$ cat src/rtl/dmem_arbiter.sv
// Data-memory port arbiter: processor always wins, an auxiliary requester uses idle cycles.
// Optional statistics outputs are compiled in when DMEM_ARB_STATS_EN is defined.
module dmem_arbiter #(
  parameter int ADDR_W       = 12,
  parameter int DATA_W       = 32,
  parameter int STARVE_LIMIT = 1024
) (
  input  logic              clock,
  input  logic              reset,
  input  logic              cpu_en,
  input  logic              cpu_wren,
  input  logic [ADDR_W-1:0] cpu_addr,
  input  logic [DATA_W-1:0] cpu_wdata,
  output logic [DATA_W-1:0] cpu_rdata,
  input  logic              aux_req,
  input  logic              aux_we,
  input  logic [ADDR_W-1:0] aux_addr,
  input  logic [DATA_W-1:0] aux_wdata,
  output logic              aux_gnt,
  output logic              aux_rvalid,
  output logic [DATA_W-1:0] aux_rdata,
  output logic              aux_starved,
  output logic              ram_wen,
  output logic [ADDR_W-1:0] ram_addr,
  output logic [DATA_W-1:0] ram_din,
  input  logic [DATA_W-1:0] ram_dout
`ifdef DMEM_ARB_STATS_EN
  ,
  output logic [15:0]       stat_grants,
  output logic [15:0]       stat_max_wait
`endif
);

  localparam int WAIT_W = $clog2(STARVE_LIMIT) + 1;
  localparam logic [WAIT_W-1:0] WAIT_MAX = WAIT_W'(STARVE_LIMIT);

  typedef enum logic {
    IDLE = 1'b0,
    RD   = 1'b1
  } state_t;

  state_t              state_q, state_d;
  logic [WAIT_W-1:0]   wait_q, wait_d;
  logic                starved_q, starved_d;
  logic                rvalid_q, rvalid_d;
  logic [DATA_W-1:0]   rdata_q, rdata_d;

  // The processor has no stall input, so the grant is purely what it leaves idle.
  assign aux_gnt   = !reset && (state_q == IDLE) && aux_req && !cpu_en;
  assign cpu_rdata = ram_dout;

  always_comb begin
    ram_wen  = 1'b0;
    ram_addr = cpu_addr;
    ram_din  = cpu_wdata;
    if (cpu_en) begin
      ram_wen = cpu_wren;
    end else if (aux_gnt) begin
      ram_addr = aux_addr;
      ram_din  = aux_wdata;
      ram_wen  = aux_we;
    end
    if (reset) begin
      ram_wen = 1'b0;
    end
  end

  // RD captures ram_dout for the address latched by the RAM at the grant edge,
  // so processor traffic during RD cannot disturb the returned data.
  always_comb begin
    state_d  = state_q;
    rvalid_d = 1'b0;
    rdata_d  = rdata_q;
    case (state_q)
      IDLE: begin
        if (aux_gnt && !aux_we) begin
          state_d = RD;
        end
      end
      RD: begin
        state_d  = IDLE;
        rvalid_d = 1'b1;
        rdata_d  = ram_dout;
      end
      default: state_d = IDLE;
    endcase
  end

  always_comb begin
    wait_d = wait_q;
    if (aux_gnt || !aux_req) begin
      wait_d = '0;
    end else if (wait_q < WAIT_MAX) begin
      wait_d = wait_q + WAIT_W'(1);
    end
    starved_d = starved_q || (wait_d == WAIT_MAX);
  end

  always_ff @(posedge clock) begin
    if (reset) begin
      state_q   <= IDLE;
      wait_q    <= '0;
      starved_q <= 1'b0;
      rvalid_q  <= 1'b0;
      rdata_q   <= '0;
    end else begin
      state_q   <= state_d;
      wait_q    <= wait_d;
      starved_q <= starved_d;
      rvalid_q  <= rvalid_d;
      rdata_q   <= rdata_d;
    end
  end

  assign aux_rvalid  = rvalid_q;
  assign aux_rdata   = rdata_q;
  assign aux_starved = starved_q;

`ifdef DMEM_ARB_STATS_EN
  logic [15:0] grants_q, grants_d;
  logic [15:0] max_wait_q, max_wait_d;
  logic [15:0] wait_clip;

  // The wait counter can be wider than the statistic; clamp rather than truncate.
  generate
    if (WAIT_W > 16) begin : g_wait_clip
      assign wait_clip = (|wait_q[WAIT_W-1:16]) ? 16'hFFFF : wait_q[15:0];
    end else begin : g_wait_pad
      assign wait_clip = 16'(wait_q);
    end
  endgenerate

  always_comb begin
    grants_d   = grants_q;
    max_wait_d = max_wait_q;
    if (aux_gnt) begin
      if (grants_q != 16'hFFFF) begin
        grants_d = grants_q + 16'd1;
      end
      if (wait_clip > max_wait_q) begin
        max_wait_d = wait_clip;
      end
    end
  end

  always_ff @(posedge clock) begin
    if (reset) begin
      grants_q   <= '0;
      max_wait_q <= '0;
    end else begin
      grants_q   <= grants_d;
      max_wait_q <= max_wait_d;
    end
  end

  assign stat_grants   = grants_q;
  assign stat_max_wait = max_wait_q;
`endif

endmodule
$ cat config.mk
export PLATFORM = sky130hd
export DESIGN_NAME = dmem_arbiter
export DESIGN_NICKNAME = d
export VERILOG_FILES = /design/src/rtl/dmem_arbiter.sv
export SDC_FILE = /design/constraint.sdc
export NUM_CORES = 1
export LEC_CHECK = 0
export CAP_MARGIN = 20
export CORE_MARGIN = 2
export CORE_UTILIZATION = 28
export DETAILED_ROUTE_END_ITERATION = 16
export PLACE_DENSITY = 0.78
export REMOVE_ABC_BUFFERS = 1
export SKIP_CTS_REPAIR_TIMING = 1
export SYNTH_ARGS = -nofsm -noshare
export SYNTH_HDL_FRONTEND = slang
export SYNTH_SLANG_ARGS = --single-unit
$ cat constraint.sdc
create_clock -name clock -period 2.6 [get_ports clock]
set_input_delay 0.78 -clock clock [delete_from_list [all_inputs] [get_ports clock]]
set_output_delay 0.78 -clock clock [all_outputs]
set_load 0.02 [all_outputs]
# Word level (Yosys, flattened, before mapping)

Index checks and enable logic that the tools add are counted.

Latch bits: 0
Bits in read-only memories: 0
Output and inout port bits: 112
Bits in writable memories: 0
Register bits: 46
Logic and storage cells: 31
Memories: 0

Order comparisons: 1
Divide/modulo/power cells: 0
Equality and inequality tests: 1
Bitwise gates (word level): 1
Add/subtract/negate cells: 1
Shifts and indexed selects: 0
Reductions and logical operators: 10
Mux-type cells: 12
Multipliers: 0

Operators with widths:

| operator                | number |
|---|---|
| $mux W32                | 2 |
| $mux W12                | 2 |
| $mux W11                | 2 |
| $add A11 B1 Y11 const B | 1 |
| $eq A11 B11 Y1 const B  | 1 |
| $lt A11 B11 Y1 const B  | 1 |
| $mux W1                 | 5 |
| $logic_and A1 B1 Y1     | 4 |
| $logic_not A1 Y1        | 4 |
| $logic_or A1 B1 Y1      | 2 |
| $pmux W1 S2             | 1 |
| $not A1 Y1              | 1 |

# Logic depth before layout (Yosys ltp)

Word-level depth: 8
Gate-level depth with buffers: 6
Mapped depth without buffers: 6

# Least setup slack after synthesis

Ideal clock, no wire load.

Kind: input-to-output
Start point: input aux_req
End point: output ram_din[24]
Arrival time: 1.987 ns
Path buffers: 2
Cell stages on the path: 5
Required time: 1.820 ns
Slack: -0.167 ns
Cell sequence: nor2b_1 > nor3b_1 > buf_4 > buf_4 > mux2_1

Word-level cells in the longest chain between the ends: 4

RTL lines:

| what                              | line | RTL |
|---|---|---|
| start, declared                   | 15   | `input logic aux_req,` |
| $logic_and A1 B1 Y1 (2 in series) | 49   | `assign aux_gnt = !reset && (state_q == IDLE) && aux_req && !cpu_en;` |
| via aux_gnt                       | 19   | `output logic aux_gnt,` |
| $mux W32                          | 58   | `end else if (aux_gnt) begin` |
| $mux W32                          | 56   | `if (cpu_en) begin` |
| end, declared                     | 25   | `output logic [DATA_W-1:0] ram_din,` |

The timed path passes the listed nets, and every way through them passes these cells.

# Final worst setup path

Start point: input reset
End point: output ram_din[10]

Word-level cells in the longest chain between the ends: 6

RTL lines:

| what                              | line | RTL |
|---|---|---|
| start, declared                   | 9    | `input logic reset,` |
| $logic_not A1 Y1                  | 49   |  |
| $logic_and A1 B1 Y1 (3 in series) | 49   |  |
| $mux W32                          | 58   |  |
| $mux W32                          | 56   |  |

No other way between the ends.

==> summary.md <==
| Metric | Value |
|---|---|
| Met1 Track Usage GR | `18.6%` |
| Worst Setup Path Type | `in2out` |
| Post-synthesis register bit count | `46` |
| Die Footprint | `10300 um2` |
| Max Freq | `348 MHz` |
| Critical Path RT | `1820 ps` |
| Ant diodes | `0` |
| Leak Pwr | `2.49 nW` |
| Drt total wl | `10.5 mm` |
| DR WL/cell | `16.5 um` |
| Worst path slowest cell | `mux2_4` |
| Post-synth EDFFs | `0` |
| Area leader, netlist | `dfxtp_1` |
| M2 GR Usage | `30.7%` |
| Final setup viols | `46` |
| Layer with the highest usage | `met2` |
| Crit. Startpoint | `reset` |
| Post-route insts no fill | `637` |
| Cts bufs inserted | `5` |
| Hold Vio Cnt, Final | `0` |
| CP Buf/Inv Count | `4` |
| Final min period | `2880 ps` |
| Number of remaining DRC errors | `0` |
| Period utilization | `111%` |
| # fillers | `772` |
| Die width | `101 um` |
| Outcome | `complete, but fails checks` |
| CTS tree | `yes` |
| Measured slew at the worst slew-check pin | `573 ps` |
| Hold path start | `aux_rdata[6]` |
| Largest net degree at the start of global routing | `48` |
| Remaining global-route overflow | `0` |
| DR vias/cell | `4.48` |
| Clock-pin slew on the worst setup and hold paths | `70 ps` |
| Synth top area share | `34.7%` |
| DRT iter0 DRCs | `114` |
| FF-to-FF path depth | `6` |
| Global Route Usage Sum | `17.3%` |
| RSZ-0062 raised after global routing | `yes` |
| Arr. time, crit path | `2100 ps` |
| Register area share after synthesis | `34.7%` |
| Top FF cell, synth | `dfxtp_1` |
| Vias in the first global route | `2697` |
| Cells on Worst Hold Path | `2` |
| Final nets | `635` |
| CP max stage delay | `310 ps` |
| Inst Count DP | `623` |
| Root buf cell | `clkbuf_8` |
| Fin Clk Skew | `6.88 ps` |
| Cell count after synthesis | `271` |
| Io pins | `238` |
| Max Fanout on Critical Path | `6` |
| CTS Buffer Depth | `2` |
| Max-Cap Viols | `0` |
| Post-route ant nets | `0` |
| Post-synthesis area per instance | `9.80 um2` |
| Crit Reg-Reg Startpoint | `state_q` |
| Mapped cell area | `2660 um2` |
| Crit path depth | `7` |
| Antenna violations before repair | `0` |
| Multi-input logic area | `1520 um2` |
| Core Rows | `35` |
| Setup ws final | `-277 ps` |
| FFs w/ async S/R, synth | `0%` |
| GR Util met3 | `8.01%` |
| Power per cell area | `327 nW/um2` |
| Violated checks | `setup timing` |
| Vias | `2854` |
| Syn-to-layout area delta | `109%` |
| RePlAce Congestion | `0.799` |
| Worst rel slew slack | `61.8%` |
| Worst vdd ir | `0.177 mV` |
| 1st-pass router iterations | `4` |
| Htree depth | `2` |
| Reg area | `922 um2` |
| Hold Path Class | `reg2reg` |
| IO Port Bufs | `237` |
| Unique masters post-synth | `40` |
| Crit. End Element | `output pin` |
| Die height | `101 um` |
| Worst path cell trace | `buf_8 > nor2b_4 > nor3b_4 > buf_6 > clkbuf_16 > mux2_4 > buf_6` |
| Yosys warns | `0` |
| DP HPWL | `7.74 mm` |
| Clock Sinks | `46` |
| Setup TNS | `-10080 ps` |
| Total core area | `9240 um2` |
| Most frequent CP cell | `buf_6` |
| Skew-Pair Late Insertion Delay | `290 ps` |
| CP Launch Type | `input port` |
| Initial Utilization | `28.7%` |
| First-pass GRT wire length | `13.9 mm` |
| Synth top area cells | `dfxtp_1 35%, mux2_1 19%, mux2i_1 12%` |
| CP top delay family | `buffers and inverters` |
| Max-slew violation count | `0` |
| Layout cells sized above 1 | `26.4%` |
[kinds of logic after synthesis]
group	share of synthesized area [%]
AOI/OAI and AO/OA	4.62
xor gates and xnor gates	2.31
adders and majority gates	0.471
buffers and inverters	13.3
DFF	34.7
muxes	31.1
and+or+nand+nor	13.6
[worst paths after layout]
check | endpoint | slack [ps]
max reg2reg | aux_starved | 920
min reg2reg | aux_rdata[6] | 490
max | ram_din[10] | -280
min | aux_rdata[6] | 490
[through the flow]
stage	hold slack (ps)	cell area, um2	setup WS, ps	utilization, %	total power, mW
after floorplan	534	2310	-3770	-	0.907
after global placement	474	5120	-1130	55.4	1.36
after detailed placement	482	5120	-1130	55.4	1.37
after CTS	498	5200	-1140	56.3	1.78
after global routing	508	5540	-303	60.0	1.90
final	492	5540	-277	60.0	1.81
[flip-flops by register name, indices dropped and copies added, names as in the netlist]
register and count:
aux_rvalid 1, wait_q 11, state_q 1, aux_starved 1, aux_rdata 32
[routing by layer]
layer,share of wire (%),wire (um)
met3,11,1120
met4,2.0,205
met2,48,5050
met5,0,0
met1,39,4100
[worst reg2reg max path, delay by kind of cell (launching register included)]
| family | cells | cell delay (ps) |
|---|---|---|
| buffers and inverters | 1 | 480 |
| DFF | 1 | 360 |
| AOI/OAI and AO/OA | 4 | 620 |
| and+or+nand+nor | 1 | 110 |
[cells in the mapped netlist, types with 2 or more instances]
cell type,n
nor2b_1,4
nand3_1,4
buf_1,3
o21ai_0,2
nand2_1,3
nor3b_1,2
buf_2,6
nor2_1,47
nor3_1,2
xnor2_1,4
mux2i_1,33
dfxtp_1,46
nand4_1,3
xor2_1,3
nand3b_1,2
o31a_1,2
buf_4,38
mux2_1,44
buf_6,2
[layout make-up]
class,count,area share [%]
Timing Repair Buffer,279,51.5
Multi-Input combinational cell,175,27.5
Sequential cell,46,16.6
Tap cell,129,2.91
Clock buffer,5,1.24
Clock inverter,2,0.181
Inverter,1,0.0677
[cells in the final DEF (no fill, tap or decap), drive strengths merged, types with 2 or more instances in the layout]
cell,count
buf,85
clkbuf,9
clkdlybuf4s50,156
clkinv,2
dfxtp,46
dlymetal6s2s,34
mux2,44
mux2i,33
nand2,3
nand3,4
nand3b,2
nand4,3
nor2,47
nor2b,4
nor3,2
nor3b,2
o21ai,4
o311ai,2
o31a,2
xnor2,4
xor2,3
[report_power, final]
part	total [mW]	switching (mW)	internal [mW]
registers	0.723	0.00732	0.716
logic	0.687	0.267	0.420
clock network	0.401	0.220	0.181
total	1.81	0.495	1.32
Power figures use the tool's default switching activity.
